File: config.mk
export PLATFORM = sky130hd
export DESIGN_NAME = load_ext
export DESIGN_NICKNAME = d
export VERILOG_FILES = /design/src/rtl/load_ext.sv
export SDC_FILE = /design/constraint.sdc
export NUM_CORES = 1
export LEC_CHECK = 0
export CAP_MARGIN = 25
export CORE_MARGIN = 5
export CORE_UTILIZATION = 45
export DETAILED_ROUTE_END_ITERATION = 12
export GPL_TIMING_DRIVEN = 0
export PLACE_DENSITY = 0.91
export SLEW_MARGIN = 10
export SYNTH_ARGS = -nofsm -noshare
export SYNTH_HDL_FRONTEND = slang
export SYNTH_SLANG_ARGS = --single-unit
File: constraint.sdc
create_clock -name clk -period 4.8 [get_ports clk]
set_input_delay 1.44 -clock clk [delete_from_list [all_inputs] [get_ports clk]]
set_output_delay 1.44 -clock clk [all_outputs]
set_load 0.02 [all_outputs]
File: src/rtl/load_ext.sv
// Registered load-data extractor/extender: lane select, zero/sign extension, one-entry output stage.
// Optional misalignment detection enabled by defining LOAD_EXT_MISALIGN_EN.
module load_ext #(
    parameter int unsigned DATA_W = 32,
    parameter int unsigned OFF_W  = $clog2(DATA_W / 8)
) (
    input  logic              clk,
    input  logic              rst,
    input  logic              flush,
    input  logic              in_valid,
    output logic              in_ready,
    input  logic [DATA_W-1:0] rdata,
    input  logic [OFF_W-1:0]  offset,
    input  logic [1:0]        size,
    input  logic              sign,
    output logic              out_valid,
    input  logic              out_ready,
    output logic [DATA_W-1:0] y,
    output logic              misalign
);

    logic              r_valid;
    logic [DATA_W-1:0] r_y;
    logic              r_mis;

    logic [1:0]        w_size_eff;
    logic              w_illegal;
    logic              w_full;
    logic [OFF_W-1:0]  w_align_mask;
    logic [OFF_W-1:0]  w_off_al;
    logic [DATA_W-1:0] w_lane;
    logic [7:0]        w_nbits;
    logic              w_fill;
    logic [DATA_W-1:0] w_ext;
    logic              w_mis;
    logic [DATA_W-1:0] w_y_load;
    logic              w_accept;

    // Doubleword on a 32-bit path degrades to a word access.
    assign w_illegal  = (DATA_W == 32) && (size == 2'd3);
    assign w_size_eff = w_illegal ? 2'd2 : size;
    assign w_full     = ((DATA_W == 32) && (w_size_eff == 2'd2)) ||
                        ((DATA_W == 64) && (w_size_eff == 2'd3));

    // Offset bits below the access size select nothing; they are cleared before the shift.
    assign w_align_mask = {OFF_W{1'b1}} << w_size_eff;
    assign w_off_al     = offset & w_align_mask;
    assign w_lane       = rdata >> {w_off_al, 3'b000};
    assign w_nbits      = 8'd8 << w_size_eff;

    always_comb begin
        w_fill = 1'b0;
        unique case (w_size_eff)
            2'd0:    w_fill = sign & w_lane[7];
            2'd1:    w_fill = sign & w_lane[15];
            2'd2:    w_fill = sign & w_lane[31];
            default: w_fill = sign & w_lane[DATA_W-1];
        endcase
    end

    always_comb begin
        w_ext = w_lane;
        for (int i = 0; i < DATA_W; i++) begin
            if (i >= int'(w_nbits)) begin
                w_ext[i] = w_fill;
            end
        end
        if (w_full) begin
            w_ext = rdata;
        end
    end

`ifdef LOAD_EXT_MISALIGN_EN
    assign w_mis    = w_illegal || ((offset & ~w_align_mask) != '0);
    assign w_y_load = w_mis ? '0 : w_ext;
`else
    assign w_mis    = 1'b0;
    assign w_y_load = w_ext;
`endif

    assign in_ready = !r_valid || out_ready;
    assign w_accept = in_valid && in_ready;

    always_ff @(posedge clk) begin
        if (rst) begin
            r_valid <= 1'b0;
            r_y     <= '0;
            r_mis   <= 1'b0;
        end else if (flush) begin
            r_valid <= 1'b0;
        end else if (w_accept) begin
            r_valid <= 1'b1;
            r_y     <= w_y_load;
            r_mis   <= w_mis;
        end else if (out_ready) begin
            r_valid <= 1'b0;
        end
    end

    assign out_valid = r_valid;
    assign y         = r_y;
    assign misalign  = r_mis;

endmodule
==> flow_metrics.py <==
metrics = {
    "outcome": {
        "status": "finished clean",
    },
    "synth": {
        "ys_seq_area_share_pct": 38.2,
        "synth_top_family_by_area": "compound AO/OA/AOI/OAI gates",
        "synthFlopType": "dfxtp_1",
        "yosysMostFrequentCell": "nor2_1",
        "synth_area_mm2": 0.00173,
        "netlist_top_cells_count": "nor2_1, dfxtp_1, a211oi_1",
        "synth_compound_area_share_pct": 28.7,
        "async_flop_share_pct": 0,
        "synth_xor_area_share_pct": 0,
        "syn_inst": 219,
        "synth_seq_cells": 33,
        "synth_largest_area_cell": "dfxtp_1",
        "synthMuxAreaShare_pct": 3.40,
        "synthAdderAreaFrac_pct": 0,
        "synth_top_area_share_pct": 38.2,
        "synthDistinctLibCells": 32,
        "synth.top_cells.by_area": "dfxtp_1, a211oi_1, nor2_1",
        "yosys.area_share.simple_pct": 24.2,
        "yosys_warnings": 0,
        "syn_nets": 261,
        "synth_edf_count": 0,
        "syn_avg_cell_area_um2": 7.90,
    },
    "critical_path": {
        "r2r_slack_ns": 2.88,
        "timing.rr.end": "y[13]",
        "critPathRequiredTime_ns": 3.36,
        "r2r_start": "out_valid",
        "endpoint_kind": "output port",
        "r2r_cells": 5,
        "crit_type": "in -> out",
        "start_kind": "primary input",
        "cp_max_fo": 3,
        "crit_arrival_ns": 2.70,
    },
    "detailed_routing": {
        "drt_iter0_drc": 166,
        "drt_first_pass_iters": 4,
        "ant_nets": 0,
        "viasPerCell": 5.71,
        "met3RoutedLength_um": 602,
        "wire_per_inst_um": 16.3,
        "drt-met1-wl_um": 2300,
        "num_vias": 1981,
        "drt-total-wl_um": 5650,
        "wl_met2_um": 2610,
        "top_layer": "met4",
        "drc": 0,
    },
    "grt": {
        "grt_pass1_vias": 1823,
        "grt_overflow": 0,
        "antenna_found_initial": 0,
        "grt.total_usage_pct": 21.6,
        "grt_max_degree": 11,
        "grt_pass1_wl_um": 8830,
    },
    "die": {
        "fp.dieW_um": 72.0,
        "pin_count": 77,
        "row_count": 22,
        "initial_utilization_pct": 46.9,
        "fp.dieH_um": 72.0,
        "die_area_mm2": 0.00518,
        "fp.coreArea_mm2": 0.00369,
    },
    "sta": {
        "holdWs_ns": 0.477,
        "slew_viol_final": 0,
        "setup_tns_ns": 0,
        "rsz0062_at_grt": "false",
        "setup_viol": 0,
        "timing.final.crit_share_pct": 86.3,
        "tightest_slew_ns": 0.767,
        "clock_skew_ns": 0.00774,
        "hold_viol": 0,
        "fin_crit_ns": 4.14,
        "slew_headroom_pct": 48.7,
        "fmax_ghz": 0.241,
    },
    "clock_network": {
        "cts_buffers": 5,
        "insertion_delay_ns": 0.29,
        "postCtsSetupRepairBufs": 0,
        "cts_tree": "yes",
        "clk_pin_slew_ns": 0.06,
        "cts-hold-fix-buffers": 0,
        "cts-root-buf": "clkbuf_8",
        "htree_num_levels": 2,
        "cts_buffer_depth": 2,
        "clock_sinks": 33,
        "cts_resized": 0,
    },
    "min_path": {
        "hold_path_depth": 1,
        "hold_path.class": "reg -> reg",
        "hp-start": "y[4]",
        "whs_endpoint": "y[4]",
    },
    "pwr": {
        "power.density_mw_per_mm2": 271,
        "max-vdd-ir-drop_mv": 0.155,
        "leakage_uw": 0.000962,
    },
    "place": {
        "dpl.hpwl_um": 4200,
        "globalplace.congestion": 0.872,
        "portBuffers": 73,
    },
    "layout": {
        "fill_cells": 315,
        "drive_gt1_share_pct": 4.35,
        "area_delta_synth_final_pct": 50.7,
        "fin_util_pct": 70.7,
        "antenna_cells": 0,
        "nets": 341,
    },
    "flow_run": {
        "cap_violations": 0,
    },
}
[flip-flops by register name (all words and copies together), names as in the netlist]
| name | count |
|---|---|
| out_valid | 1 |
| y | 32 |
[how the worst max path moves through the flow]
stage | start | end | slack [ns] | cells after the start
2_1_floorplan | out_ready | in_ready | 1.59 | 2
5_1_grt | out_ready | in_ready | 0.62 | 4
3_5_place_dp | out_ready | in_ready | 0.67 | 4
6_report | out_ready | in_ready | 0.66 | 4
4_1_cts | out_ready | in_ready | 0.67 | 4
3_3_place_gp | out_ready | in_ready | 0.69 | 4
[critical path, stage by stage]
cell             delay (ns)
clkdlybuf4s50_1        0.39
nor2b_1                0.22
inv_1                  0.10
clkdlybuf4s50_1        0.55
[cells in the final DEF (no fill, tap or decap), drive strengths merged]
cell type	Yosys	final
a21oi	8	8
clkbuf	14	21
buf	4	4
a21o	7	7
a2111oi	1	1
and2	1	1
and3	1	1
conb	1	1
clkdlybuf4s50	0	73
nand2	22	22
a32o	7	7
nand3b	1	1
nor3b	1	1
nor2	42	42
inv	3	3
nor3	14	14
a22oi	8	8
mux2i	1	1
nand2b	2	2
o21ai	8	8
a22o	1	1
a31oi	2	2
mux4	2	2
nor2b	9	9
a211oi	25	25
or4	1	1
dfxtp	33	33
[report_power, final]
| group | switching, uW | internal, uW | total, uW | leakage, uW |
|---|---|---|---|---|
| Clock | 97.4 | 114 | 211 | 0.0000443 |
| Sequential | 9.56 | 292 | 302 | 0.000271 |
| Combinational | 99.5 | 94.6 | 194 | 0.000646 |
| Total | 206 | 501 | 707 | 0.000962 |
[layer usage]
| metal | vias to the layer above | track usage, % |
|---|---|---|
| met5 | - | 0 |
| met2 | 116 | 33.9 |
| met1 | 902 | 28.8 |
| met3 | 15 | 4.85 |
| li1 | 948 | - |
| met4 | 0 | 8.77 |
[cells by family (layout without fill, tap and decap cells)]
group           count (synthesis)  after routing
compound gates                 67             67
simple gates                   94             94
flops                          33             33
other cells                     1              1
mux                             3              3
buf+inv                        21            101
[through the flow]
stage | setup WS, ns | total power (uW) | cells | area, um^2
3_5_place_dp | 0.666 | 499 | 340 | 2520
2_1_floorplan | 1.59 | 404 | 219 | 1730
4_1_cts | 0.666 | 706 | 347 | 2610
5_1_grt | 0.616 | 735 | 347 | 2610
6_report | 0.658 | 707 | 347 | 2610
3_3_place_gp | 0.690 | 496 | 340 | 2520
[area by class of cell]
cell class	count	area [um^2]	area share, %
Tap cell	48	60.1	2.30
Buffer	18	80.1	3.07
Timing Repair Buffer	73	731	28.0
Clock buffer	7	86.3	3.31
Inverter	3	11.3	0.432
Sequential cell	33	661	25.3
Multi-Input combinational cell	165	977	37.5
Power figures use the tool's default switching activity.
